### config.mk
export PLATFORM = sky130hd
export DESIGN_NAME = instr_prefetch_queue
export DESIGN_NICKNAME = d
export VERILOG_FILES = /design/src/rtl/instr_prefetch_queue.sv
export SDC_FILE = /design/constraint.sdc
export NUM_CORES = 1
export LEC_CHECK = 0
export CAP_MARGIN = 10
export CORE_MARGIN = 3
export CORE_UTILIZATION = 54
export DETAILED_ROUTE_END_ITERATION = 8
export PLACE_DENSITY = 0.8
export SLEW_MARGIN = 30
export SYNTH_ARGS = -nofsm -noshare
export SYNTH_HDL_FRONTEND = slang
export SYNTH_SLANG_ARGS = --single-unit
### constraint.sdc
create_clock -name clk -period 3.93 [get_ports clk]
set_input_delay 0.786 -clock clk [delete_from_list [all_inputs] [get_ports clk]]
set_output_delay 0.786 -clock clk [all_outputs]
set_load 0.01 [all_outputs]
### src/rtl/instr_prefetch_queue.sv
// Instruction prefetch queue: owns the fetch PC, issues word reads and buffers returned
// instructions tagged with PC+4 for IF/ID. Optional macro PFQ_BYPASS_EN adds an empty-queue bypass.
//
// state   | meaning
// --------+------------------------------------------------------------
// S_IDLE  | first cycle after reset, nothing issued, responses dropped
// S_RUN   | normal fetch, responses enqueued (or bypassed)
// S_FLUSH | one cycle after a redirect that had a read in flight; response dropped
module instr_prefetch_queue #(
    parameter int unsigned DEPTH    = 4,
    parameter logic [31:0] RESET_PC = 32'h0000_0000
) (
    input  logic                     clk,
    input  logic                     rst,
    input  logic                     redirect,
    input  logic [31:0]              redirect_pc,
    output logic                     mem_req,
    output logic [31:0]              mem_addr,
    input  logic                     mem_valid,
    input  logic [31:0]              mem_rdata,
    input  logic                     deq_ready,
    output logic                     instr_valid,
    output logic [31:0]              instr_out,
    output logic [31:0]              pc_out,
    output logic [$clog2(DEPTH):0]   q_count
);

    localparam int unsigned AW = $clog2(DEPTH);
    localparam int unsigned CW = AW + 1;
    localparam logic [CW-1:0] FULL     = CW'(DEPTH);
    localparam logic [CW:0]   DEPTH_EXT = (CW + 1)'(DEPTH);

    typedef enum logic [1:0] {
        S_IDLE  = 2'd0,
        S_RUN   = 2'd1,
        S_FLUSH = 2'd2
    } state_t;

    state_t state, state_nxt;

    logic [31:0]   fetch_pc;
    logic          inflight;
    logic [AW-1:0] rd_ptr, wr_ptr;
    logic [31:0]   q_instr [DEPTH];
    logic [31:0]   q_pc    [DEPTH];

    logic          issue;
    logic          resp_ok;
    logic          bypass;
    logic          push;
    logic          pop;
    logic          head_valid;
    logic [CW:0]   occupancy;

    always_comb begin
        state_nxt = state;
        case (state)
            S_IDLE:  state_nxt = S_RUN;
            default: state_nxt = (redirect && inflight) ? S_FLUSH : S_RUN;
        endcase
    end

    always_ff @(posedge clk) begin
        if (!rst) state <= S_IDLE;
        else      state <= state_nxt;
    end

    always_comb begin
        occupancy  = {1'b0, q_count} + {{CW{1'b0}}, inflight};
        issue      = (state != S_IDLE) && !redirect && (occupancy < DEPTH_EXT);
        resp_ok    = mem_valid && (state == S_RUN) && !redirect;
        head_valid = (q_count != '0) && !redirect;
`ifdef PFQ_BYPASS_EN
        bypass     = resp_ok && deq_ready && (q_count == '0);
`else
        bypass     = 1'b0;
`endif
        push       = resp_ok && !bypass;
        pop        = head_valid && deq_ready;

        mem_req     = issue;
        mem_addr    = fetch_pc;
        instr_valid = head_valid || bypass;
        instr_out   = 32'd0;
        pc_out      = 32'd0;
        if (head_valid) begin
            instr_out = q_instr[rd_ptr];
            pc_out    = q_pc[rd_ptr];
        end else if (bypass) begin
            instr_out = mem_rdata;
            pc_out    = fetch_pc;
        end
    end

    always_ff @(posedge clk) begin
        if (!rst) begin
            fetch_pc <= RESET_PC;
            inflight <= 1'b0;
            q_count  <= '0;
            rd_ptr   <= '0;
            wr_ptr   <= '0;
        end else begin
            if (issue)          inflight <= 1'b1;
            else if (mem_valid) inflight <= 1'b0;

            if (redirect) begin
                fetch_pc <= redirect_pc & 32'hFFFF_FFFC;
                q_count  <= '0;
                rd_ptr   <= '0;
                wr_ptr   <= '0;
            end else begin
                if (issue) fetch_pc <= fetch_pc + 32'd4;
                if (push)  wr_ptr   <= wr_ptr + 1'b1;
                if (pop)   rd_ptr   <= rd_ptr + 1'b1;
                q_count <= q_count + CW'(push) - CW'(pop);
            end
        end
    end

    // A response only lands one cycle after its issue with no redirect between,
    // so fetch_pc already holds that request's address + 4.
    always_ff @(posedge clk) begin
        if (rst && push) begin
            q_instr[wr_ptr] <= mem_rdata;
            q_pc[wr_ptr]    <= fetch_pc;
        end
    end

    full_write_a: assert property (@(posedge clk) disable iff (!rst)
                                   !(push && (q_count == FULL)));

endmodule

# Yosys cells after proc, flatten, opt, wreduce, memory -nomap -nowiden
# Memory sizes are Yosys's and may differ from the RTL's. A register that Yosys moved wholly into a read port is not among the register bits.
# Index checks and enable logic that the tools add are counted.
# Widths: inputs -> output; s select.
[totals]
n_memories = 2
register_bits = 42
word_cells = 49
ram_bits = 256
inputBits = 69
out_inout_bits = 101
[memory_table]
columns = ["memory", "words", "width", "rd", "rd_clocked_by_memory_dff", "wr", "line_no", "source"]
rows = [
  ["q_instr", 4, 32, 1, 1, 1, "44", "logic [31:0] q_instr [DEPTH];"],
  ["q_pc", 4, 32, 1, 1, 1, "45", "logic [31:0] q_pc [DEPTH];"],
]
[op_classes]
add_sub_neg = 6
reduce_logical = 16
eq_ne = 1
n_mux = 14
magnitude_cmp = 1
n_bitwise = 1
[ops]
columns = ["op", "n"]
rows = [
  ["$mux 32", 4],
  ["$add 32x3->32 const B", 1],
  ["$mux 2", 5],
  ["$logic_and 1x1->1", 8],
  ["$reduce_bool 2->1", 3],
  ["$mux 1", 5],
  ["$add 2x1->2 const B", 2],
  ["$add 3x1->4", 1],
  ["$lt 4x3->1 const B", 1],
  ["$reduce_or 2->1", 2],
  ["$add 3x1->3", 1],
  ["$reduce_bool 3->1", 1],
  ["$sub 3x1->3", 1],
  ["$eq 2x1->1 const B", 1],
  ["$logic_not 2->1", 1],
  ["$logic_not 1->1", 1],
  ["$not 1->1", 1],
]

# Depth between registers and ports, before layout
[logic_depth]
word_depth = 6
mapped_depth = 11
mapped_depth_nobuf = 10

# Least setup slack after synthesis
# No wires, ideal clock.
[synth_path]
path_kind = "input-to-reg"
startpoint = "in mem_valid"
endpoint = "mem q_instr[1][0], enable pin"
t_arrival_ns = 3.187
path_stages = 3
setup_ns = 0.427
setup_slack_ns = 0.316
path_buffers = 0
required_time_ns = 3.503
cell_sequence = "inv_1 -> nor4b_1 -> and3_1"
[synth_between]
elab_chain_len = 5
[synth_rtl]
columns = ["item", "line_no", "source"]
rows = [
  ["from (decl)", "19", "input logic mem_valid,"],
  ["$logic_and 1x1->1 (2 in series)", "71", "resp_ok = mem_valid && (state == S_RUN) && !redirect;"],
  ["$logic_and 1x1->1", "123", "if (rst && push) begin"],
  ["$mux 1", "123", ""],
  ["$mux 1 (implied by the code)", "124", "q_instr[wr_ptr] <= mem_rdata;"],
  ["to (decl)", "44", ""],
]
# Every way passes these cells.

==> metrics.txt <==
status=finished clean; vias in the first global route=6818; nature of the critical path startpoint=flop; Setup violations, final=0; CTS tree=built; Core ar.=21200 µm²; Worst Path Arrival=2750 ps; Hold WS=534 ps; DR vias/cell=5.77; First DRT Iteration DRCs=532; cts bufs inserted=29; non-filler cells, final=1139; CTS H-Tree Depth=1; Max Slew Vio Count=0; fill count=1372; GPL Wtd Cong=0.856; Synth cell types=44; crit end category=output port; Post-synth ARST share=0%; DRT Wirelength=24200 µm; DRC viols=0; GR Overflow Total=0; worst endpoint required time=3140 ps; number of port buffers=163; worst ir drop on vdd=0.321 mV; diodes inserted=0; via count=6567; Routed Antenna Nets=0; placed cells=1086; critical-path cell list=buf_4 -> mux4_2 -> and2_1 -> clkdlybuf4s50_1; Fmax=283 MHz; Layout Skew=9.67 ps; Final Hold Viols=0; Crit Path Max Fanout=59; Slew headroom=38.2%; syn avg cell area=17.4 µm²; Tcrit/Tclk final=90.0%; clock tree buffer depth=3; die width=154 µm; cell row count=53; I/O Pins=170; Setup CP Type=flop to output port; setup bufs post-CTS=0; # clock sinks=290; Power per Cell Area=434 nW/µm²; max_cap viols=0; top-area cell type share of the netlist area=63.3%; CTS resizes=0; Post-synth EDFFs=248; WL/cell=21.3 µm; slowest stage delay, CP=960 ps; area leader, netlist=edfxtp_1; RSZ-0062 raised after global routing=no; # hold bufs at CTS=0; layout cell share with drive strength beyond 1=16.1%; Initial Utilization=55.4%; flops & latches, synth=290; drt first pass iters=5; Slew @ Worst Pin=927 ps; post-synthesis sequential area ratio=70.5%; ys flop type=edfxtp_1; Worst Hold Class=flop to flop; Total Routing Usage GR=20.6%; Tmin final=3540 ps; Netlist Area Pre-Place=11800 µm²; largest net degree at the start of global routing=66; post-DP HPWL=14900 µm; first-pass GRT wire length=38600 µm; synthesized instance count=675; Leakage Power=4.65 nW; synth warn=0; initial antenna violation count=0; Clk Latency, worst-skew pair=540 ps; Area growth syn-to-layout=24.7%; nets@finish=920; synth top area cells=edfxtp_1, mux4_2, dfxtp_1; Die H=154 µm; Worst-path clk slew=60 ps; CTS root buf=clkbuf_16; Slowest cell on crit path=dfxtp_4; setup_tns=0 ps; Die Area=23600 µm²
metal layers:
metal	global-route usage [%]	wire length, µm	share of wire (%)	up-vias
met5	0	0	0	-
li1	-	-	-	2964
met3	3.72	1620	6.7	36
met1	29.7	10300	43	3309
met4	3.87	329	1.4	0
met2	33.8	12000	49	258
cells in the mapped netlist, types with 4 or more instances:
cell type  instances
a21oi_1           25
and2_1            64
and3_1             9
and4_1             6
buf_2              8
buf_4              5
clkbuf_1          25
dfxtp_1           42
edfxtp_1         248
ha_1               8
inv_1              8
mux2_2             4
mux4_2            62
nand2_1           11
nand3_1            9
nand4_1            7
nor2_1            23
nor2b_1            5
nor3_1             8
nor4_1             5
nor4_2             7
nor4b_1            4
o21ai_0           29
xnor2_1           26
power breakdown:
group          switching [mW]  internal [mW]  total, mW
sequential             0.0638           3.38       3.45
combinational           0.128          0.168      0.296
clock                    1.07           1.54       2.62
through the flow:
stage	setup WS [ps]	instance area [µm²]	util (%)	total power [mW]
finish	394	14700	69.1	6.36
global route	258	14700	69.1	6.57
CTS	343	14700	69.1	6.40
detailed placement	575	13700	64.8	3.81
global placement	658	13700	64.8	3.79
floorplan	316	11800	-	3.61
worst max-delay path, delay by kind of cell, from the launching register on:
| kind | cells | cell delay [ps] |
|---|---|---|
| buffers and inverters | 2 | 760 |
| and+or+nand+nor | 1 | 170 |
| DFF | 1 | 960 |
| muxes | 1 | 310 |
final timing paths:
check	startpoint	end	slack (ps)	cells after the start
worst max-delay path	flop	instr_out[24]	390	4
worst min-delay path	inflight	state[0]	530	1
worst max register to register	q_count[0]	q_count[2]	1450	11
worst min register to register	inflight	state[0]	530	1
final cells by class:
| class | instances | area (µm²) | area share [%] |
|---|---|---|---|
| multi-input cells | 337 | 3260 | 22.2 |
| flip-flops and latches | 290 | 8300 | 56.6 |
| inverters | 8 | 30.0 | 0.205 |
| clock buffers | 41 | 801 | 5.46 |
| clock inverters | 12 | 114 | 0.777 |
| repair buffers | 176 | 1820 | 12.4 |
| well taps | 275 | 344 | 2.35 |
cell families after synthesis:
group / Yosys count / synth area share (%)
and+or+nand+nor: 167 / 9.05
other: 1 / 0.0319
AOI/OAI and AO/OA: 62 / 2.84
xor gates and xnor gates: 27 / 2.01
buffers and inverters: 51 / 2.14
adders and majority gates: 9 / 1.02
muxes: 68 / 12.4
DFF: 290 / 70.5
layout by cell type (no fill, tap or decap), types with 6 or more instances in the layout:
cell and instances:
clkdlybuf4s50_1 163, clkbuf_1 9, edfxtp_1 248, o21ai_0 29, nor3_1 8, clkbuf_16 29, nor4_2 7, nand3_1 9
buf_4 6, ha_1 8, dfxtp_1 40, nand2_1 11, buf_12 7, nand4_1 7, xnor2_1 26, inv_1 8
a21oi_1 25, and2_1 64, nor2_1 22, and4_1 6, mux4_2 62
state kept, by name, summed over array words and instances, names as in the netlist, named ones only:
register and count:
q_instr 128, q_pc 120, mem_addr 30, q_count 3, rd_ptr 2, state 2
wr_ptr 2, inflight 1
(Power assumes the default switching activity.)
